==> src/rtl/i2s_dac_tx.sv <==
// i2s_dac_tx: stereo I2S / left-justified serialiser for a PCM5102-class DAC.
// Generates BCK/LRCK from clk, takes stereo samples through a one-frame
// holding buffer and mutes (with an underrun pulse) when no sample is ready.
// Optional build macro: I2S_DAC_UNDERRUN_CNT_EN adds the saturating
// underrun counter; without it underrun_cnt is tied to zero.
module i2s_dac_tx #(
  parameter int SAMPLE_W = 16,
  parameter int SLOT_W   = 32,
  parameter int CLK_DIV  = 2
) (
  input  logic                clk,
  input  logic                reset,
  input  logic                fmt,
  input  logic                s_valid,
  output logic                s_ready,
  input  logic [SAMPLE_W-1:0] s_left,
  input  logic [SAMPLE_W-1:0] s_right,
  output logic                bck,
  output logic                lrck,
  output logic                din,
  output logic                frame,
  output logic                underrun,
  output logic [15:0]         underrun_cnt
);
  localparam int DIV_W = (CLK_DIV > 1) ? $clog2(CLK_DIV) : 1;
  localparam int B_W   = $clog2(2*SLOT_W);
  localparam int K_W   = $clog2(SLOT_W);
  localparam int I_W   = $clog2(SAMPLE_W);

  typedef struct packed {
    logic [SAMPLE_W-1:0] l;
    logic [SAMPLE_W-1:0] r;
  } stereo_t;

  logic [DIV_W-1:0]    div;
  logic [B_W-1:0]      b, b_nx, pos;
  logic                fresh;     // first falling tick after reset starts a frame
  logic                fmt_q, fmt_e;
  logic                full, rst_d;
  stereo_t             buf_q, sh, cur;
  logic [SAMPLE_W-1:0] prev_r, prv, word;
  logic                tick, fall, fstart, xfer;
  logic                lrck_nx, din_nx;

  // Slot bit k (k=0 is MSB): sample bit SAMPLE_W-1-k, zero padding past the sample.
  function automatic logic slot_bit(input logic [SAMPLE_W-1:0] w, input logic [K_W-1:0] k);
    logic [I_W-1:0] idx;
    idx      = '0;
    slot_bit = 1'b0;
    if (32'(k) < SAMPLE_W) begin
      idx      = I_W'(SAMPLE_W - 1 - 32'(k));
      slot_bit = w[idx];
    end
  endfunction

  assign tick    = (div == DIV_W'(CLK_DIV - 1));
  assign fall    = tick && bck;
  assign fstart  = fall && (fresh || b == B_W'(2*SLOT_W - 1));
  assign s_ready = !full && !rst_d;
  assign xfer    = s_valid && s_ready;

  // Next bit position and the lrck/din values to present there.
  always_comb begin
    b_nx    = fstart ? '0 : b + B_W'(1);
    cur     = fstart ? (full ? buf_q : '0) : sh;
    prv     = fstart ? sh.r : prev_r;
    fmt_e   = fstart ? fmt : fmt_q;
    pos     = '0;
    word    = '0;
    lrck_nx = 1'b0;
    if (fmt_e) begin
      lrck_nx = (b_nx >= B_W'(SLOT_W));
      pos     = lrck_nx ? b_nx - B_W'(SLOT_W) : b_nx;
      word    = lrck_nx ? cur.r : cur.l;
    end else begin
      // I2S: lrck leads data by one BCK; position 0 carries the previous
      // frame's right LSB slot bit, hence the separate right latch.
      lrck_nx = (b_nx >= B_W'(SLOT_W - 1)) && (b_nx != B_W'(2*SLOT_W - 1));
      if (b_nx == '0) begin
        pos  = B_W'(SLOT_W - 1);
        word = prv;
      end else begin
        pos = b_nx - B_W'(1);
        if (pos >= B_W'(SLOT_W)) begin
          pos  = pos - B_W'(SLOT_W);
          word = cur.r;
        end else begin
          word = cur.l;
        end
      end
    end
    din_nx = slot_bit(word, K_W'(pos));
  end

  // Clock divider, bit counter, serial outputs, buffer and frame loads.
  always_ff @(posedge clk) begin
    if (reset) begin
      div      <= '0;
      bck      <= 1'b0;
      b        <= '0;
      fresh    <= 1'b1;
      fmt_q    <= 1'b0;
      full     <= 1'b0;
      rst_d    <= 1'b1;
      buf_q    <= '0;
      sh       <= '0;
      prev_r   <= '0;
      lrck     <= 1'b0;
      din      <= 1'b0;
      frame    <= 1'b0;
      underrun <= 1'b0;
    end else begin
      rst_d    <= 1'b0;
      div      <= tick ? '0 : div + DIV_W'(1);
      frame    <= fstart;
      underrun <= fstart && !full;
      if (tick) bck <= ~bck;
      if (fall) begin
        b    <= b_nx;
        lrck <= lrck_nx;
        din  <= din_nx;
      end
      if (fstart) begin
        fresh  <= 1'b0;
        fmt_q  <= fmt;
        sh     <= cur;
        prev_r <= sh.r;
        if (full) full <= 1'b0;
      end
      // xfer needs an empty buffer, so it never collides with the drain above.
      if (xfer) begin
        full  <= 1'b1;
        buf_q <= '{l: s_left, r: s_right};
      end
    end
  end

`ifdef I2S_DAC_UNDERRUN_CNT_EN
  logic [15:0] cnt_q;

  // Saturating underrun count, cleared only by reset.
  always_ff @(posedge clk) begin
    if (reset)                                    cnt_q <= '0;
    else if (fstart && !full && cnt_q != 16'hFFFF) cnt_q <= cnt_q + 16'd1;
  end

  assign underrun_cnt = cnt_q;
`else
  assign underrun_cnt = 16'h0;
`endif

endmodule
==> config.mk <==
export PLATFORM = sky130hd
export DESIGN_NAME = i2s_dac_tx
export DESIGN_NICKNAME = d
export VERILOG_FILES = /design/src/rtl/i2s_dac_tx.sv
export SDC_FILE = /design/constraint.sdc
export NUM_CORES = 1
export LEC_CHECK = 0
export CAP_MARGIN = 20
export CORE_ASPECT_RATIO = 1.2
export CORE_MARGIN = 2
export CORE_UTILIZATION = 41
export CTS_CLUSTER_SIZE = 40
export DETAILED_ROUTE_END_ITERATION = 6
export GPL_ROUTABILITY_DRIVEN = 0
export SLEW_MARGIN = 15
export SYNTH_ARGS = -nofsm -noshare
export SYNTH_HDL_FRONTEND = slang
export SYNTH_SLANG_ARGS = --single-unit
==> constraint.sdc <==
create_clock -name clk -period 4.3 [get_ports clk]
set_input_delay 0.43 -clock clk [delete_from_list [all_inputs] [get_ports clk]]
set_output_delay 0.43 -clock clk [all_outputs]
set_load 0.1 [all_outputs]
==> metrics.txt <==
Area growth syn-to-layout=14.9%; met3 GRT Util=0.0418; worst hold start=buf_q[4]$_SDFFE_PP0P_; Hold Path Depth=2; Tcrit/Tclk final=0.851; largest net degree at the start of global routing=53; fillers=1161; part of the Yosys area used for sequential elements=0.397; 1st-pass router iterations=4; post-cts resize count=0; drt drc=0; die height=123 um; Reg-to-Reg End=din$_SDFFE_PP0P_; Post-CTS Setup Inserts=0; row count=43; CTS tree=done; Avg Synthesized Cell Area=8.25 um2; Clk Latency, worst-skew pair=between 300 and 400 ps; met2 Track Usage GR=0.316; Final TNS setup=0 ps; R2R Setup Slk=640 ps; # nets final=around 640; synth top area cells=dfxtp_1 (40%), mux2i_1 (9.5%), nand2_1 (7.0%); GRT busiest layer=met2; wire per inst=about 15 um; GR Util met1=0.239; Root Buffer=clkbuf_16; status=finished clean; # diodes=0; Core Area=0.0115 mm2; r2r startpoint=b[0]$_SDFFE_PP0P_; most common cell in the netlist=dfxtp_1; PwrDens=352 mW/mm2; CTS Buf Count=9; Worst Setup Path Type=flip-flop to flip-flop; CP Data Arrival Time=3910 ps; Seq pwr share=0.473; Post-synth EDFFs=0; number of DRC markers in iteration 0=220; Max rail drop VDD=0.000209 V; Max Fanout on Critical Path=20; CTS Hold Bufs=0; gr usage total=0.193; clock power share=0.383; reg2reg path depth=12; final core utilization=0.483; switching share of power=0.282; Ports=between 50 and 60; vias in the first global route=3924; initial core utilization=0.420; max_cap viols=0; CTS sink count=96; total grt overflow=0; Mapped Cells=roughly 590; Die X=103 um; H-tree depth=3; worst clock skew=6.29 ps; Final Slew Violations=0; RSZ-0062 raised after global routing=no; Pwr Total=roughly 2000 uW; yosys warns=0; setup violators final=0; Post-synth top cells=dfxtp_1 (96), nand2_1 (90), nor2_1 (70), a21oi_1 (67), mux2i_1 (46); P_sw=552 uW; PortBufs=approximately 40; first-pass GRT wire length=just under 20000 um; DP Cell Count=around 750; Syn Std Cell Area=0.00484 mm2; die area=between 0.01 and 0.015 mm2; ys flop type=dfxtp_1; Synth Register Bits=96; layout cells sized above 1=0.0722; share of the synthesized area in the top cell type=0.397; Yosys top cell by area=dfxtp_1; hpwl dp=8320 um; Worst Max-Slew Pin Slew=965 ps; Max clock buf depth=2; async set or reset register ratio after synthesis=0; post-synthesis cell type count=61; post-layout min period=3660 ps; Startpoint Class=flip-flop; via count=4126; Slew HR=0.355; final instance count without filler cells=between 700 and 800; Peak Freq=273 MHz; Hold Path End=buf_q[4]$_SDFFE_PP0P_; initial antenna violation count=0; internal power=around 1400 uW; Worst-path clk slew=~60 ps; post-route ant nets=0; Via density=5.39; Worst Hold Class=flip-flop to flip-flop; Total Wirelength=11700 um; Static Leakage=0.00222 uW; part of the power in combinational logic=0.144; Final Hold Vio Count=0; WP data required=4550 ps; Worst setup EP type=flip-flop
## worst max-delay path by stage
stage,start,to,slack [ps],cells after the start
6_report,b[0]$_SDFFE_PP0P_,din$_SDFFE_PP0P_,640,12
5_1_grt,b[0]$_SDFFE_PP0P_,din$_SDFFE_PP0P_,380,12
4_1_cts,b[0]$_SDFFE_PP0P_,din$_SDFFE_PP0P_,670,12
3_5_place_dp,b[0]$_SDFFE_PP0P_,din$_SDFFE_PP0P_,680,12
3_3_place_gp,b[0]$_SDFFE_PP0P_,din$_SDFFE_PP0P_,890,12
2_1_floorplan,bck$_SDFFE_PP0P_,din$_SDFFE_PP0P_,280,16
## final cells by class
| type | instances | area [um2] | area share |
|---|---|---|---|
| flip-flops and latches | 96 | 1920 | 0.346 |
| well taps | 157 | 196 | 0.0353 |
| clock buffers | 10 | 239 | 0.0430 |
| clock inverters | 6 | 42.5 | 0.00765 |
| repair buffers | 54 | 518 | 0.0932 |
| multi-input cells | 439 | 2630 | 0.472 |
| inverters | 4 | 15.0 | 0.00270 |
## cell families (layout without fill, tap and decap cells)
| logic type | after synthesis | count (layout) | share of synthesized area |
|---|---|---|---|
| compound gates | 129 | 129 | 0.180 |
| xor+xnor | 7 | 7 | 0.0127 |
| fa+ha+maj | 4 | 4 | 0.0103 |
| buf+inv | 66 | 74 | 0.0724 |
| flops | 96 | 96 | 0.397 |
| mux | 53 | 53 | 0.111 |
| other cells | 1 | 16 | 0.000775 |
| simple gates | 230 | 230 | 0.215 |
## sequential cells by signal, summed over array words and instances (netlist names), 6 cells and up
signal	count
buf_q	32
b	6
prev_r	16
sh	32
## power by group through the flow
stage                     logic (uW)  clock network (uW)  registers, uW
after global routing             304                 805            930
after floorplan                  217                   0            950
after global placement           274                   0            947
after detailed placement         277                   0            948
after CTS                        278                 769            928
final                            282                 750            928
## stage by stage
| stage | worst slack [ps] | cell area (um2) | hold slack [ps] |
|---|---|---|---|
| detailed placement | 682 | 5250 | 446 |
| global route | 375 | 5560 | 475 |
| floorplan | 283 | 4890 | 432 |
| finish | 640 | 5560 | 451 |
| CTS | 666 | 5530 | 455 |
| global placement | 886 | 5250 | 444 |
## cell usage in the layout (no fill, tap or decap), types with 4 or more instances in the layout
cell | netlist | routed
a211o_1 | 5 | 5
a211oi_1 | 5 | 5
a21oi_1 | 67 | 67
and2_1 | 19 | 19
and3_1 | 16 | 16
buf_4 | 17 | 11
clkbuf_16 | 0 | 9
clkdlybuf4s50_1 | 0 | 40
conb_1 | 1 | 16
dfxtp_1 | 96 | 96
ha_1 | 4 | 4
inv_1 | 4 | 4
mux2_1 | 4 | 4
mux2i_1 | 46 | 46
nand2_1 | 90 | 90
nand3_1 | 12 | 12
nor2_1 | 70 | 70
nor3_1 | 5 | 5
o211ai_1 | 5 | 5
o21ai_0 | 4 | 4
o221ai_1 | 9 | 9
xnor2_1 | 4 | 4
## critical path, cell delays in order (launching register included)
cell      delay (ps)
dfxtp_1          550
ha_1             410
nand3_1          240
o21a_2           290
nand2_1          150
ha_1             170
o311ai_1         150
or2_1            490
o221a_2          380
a221oi_2         240
a211oi_1          90
a41o_1           220
o31ai_2          180
## layer usage
layer	vias up	share of wire
li1	2059	-
met3	31	0.043
met1	1918	0.44
met5	-	0
met2	118	0.47
met4	0	0.042
Note: power is estimated with default switching activity, not from simulation.
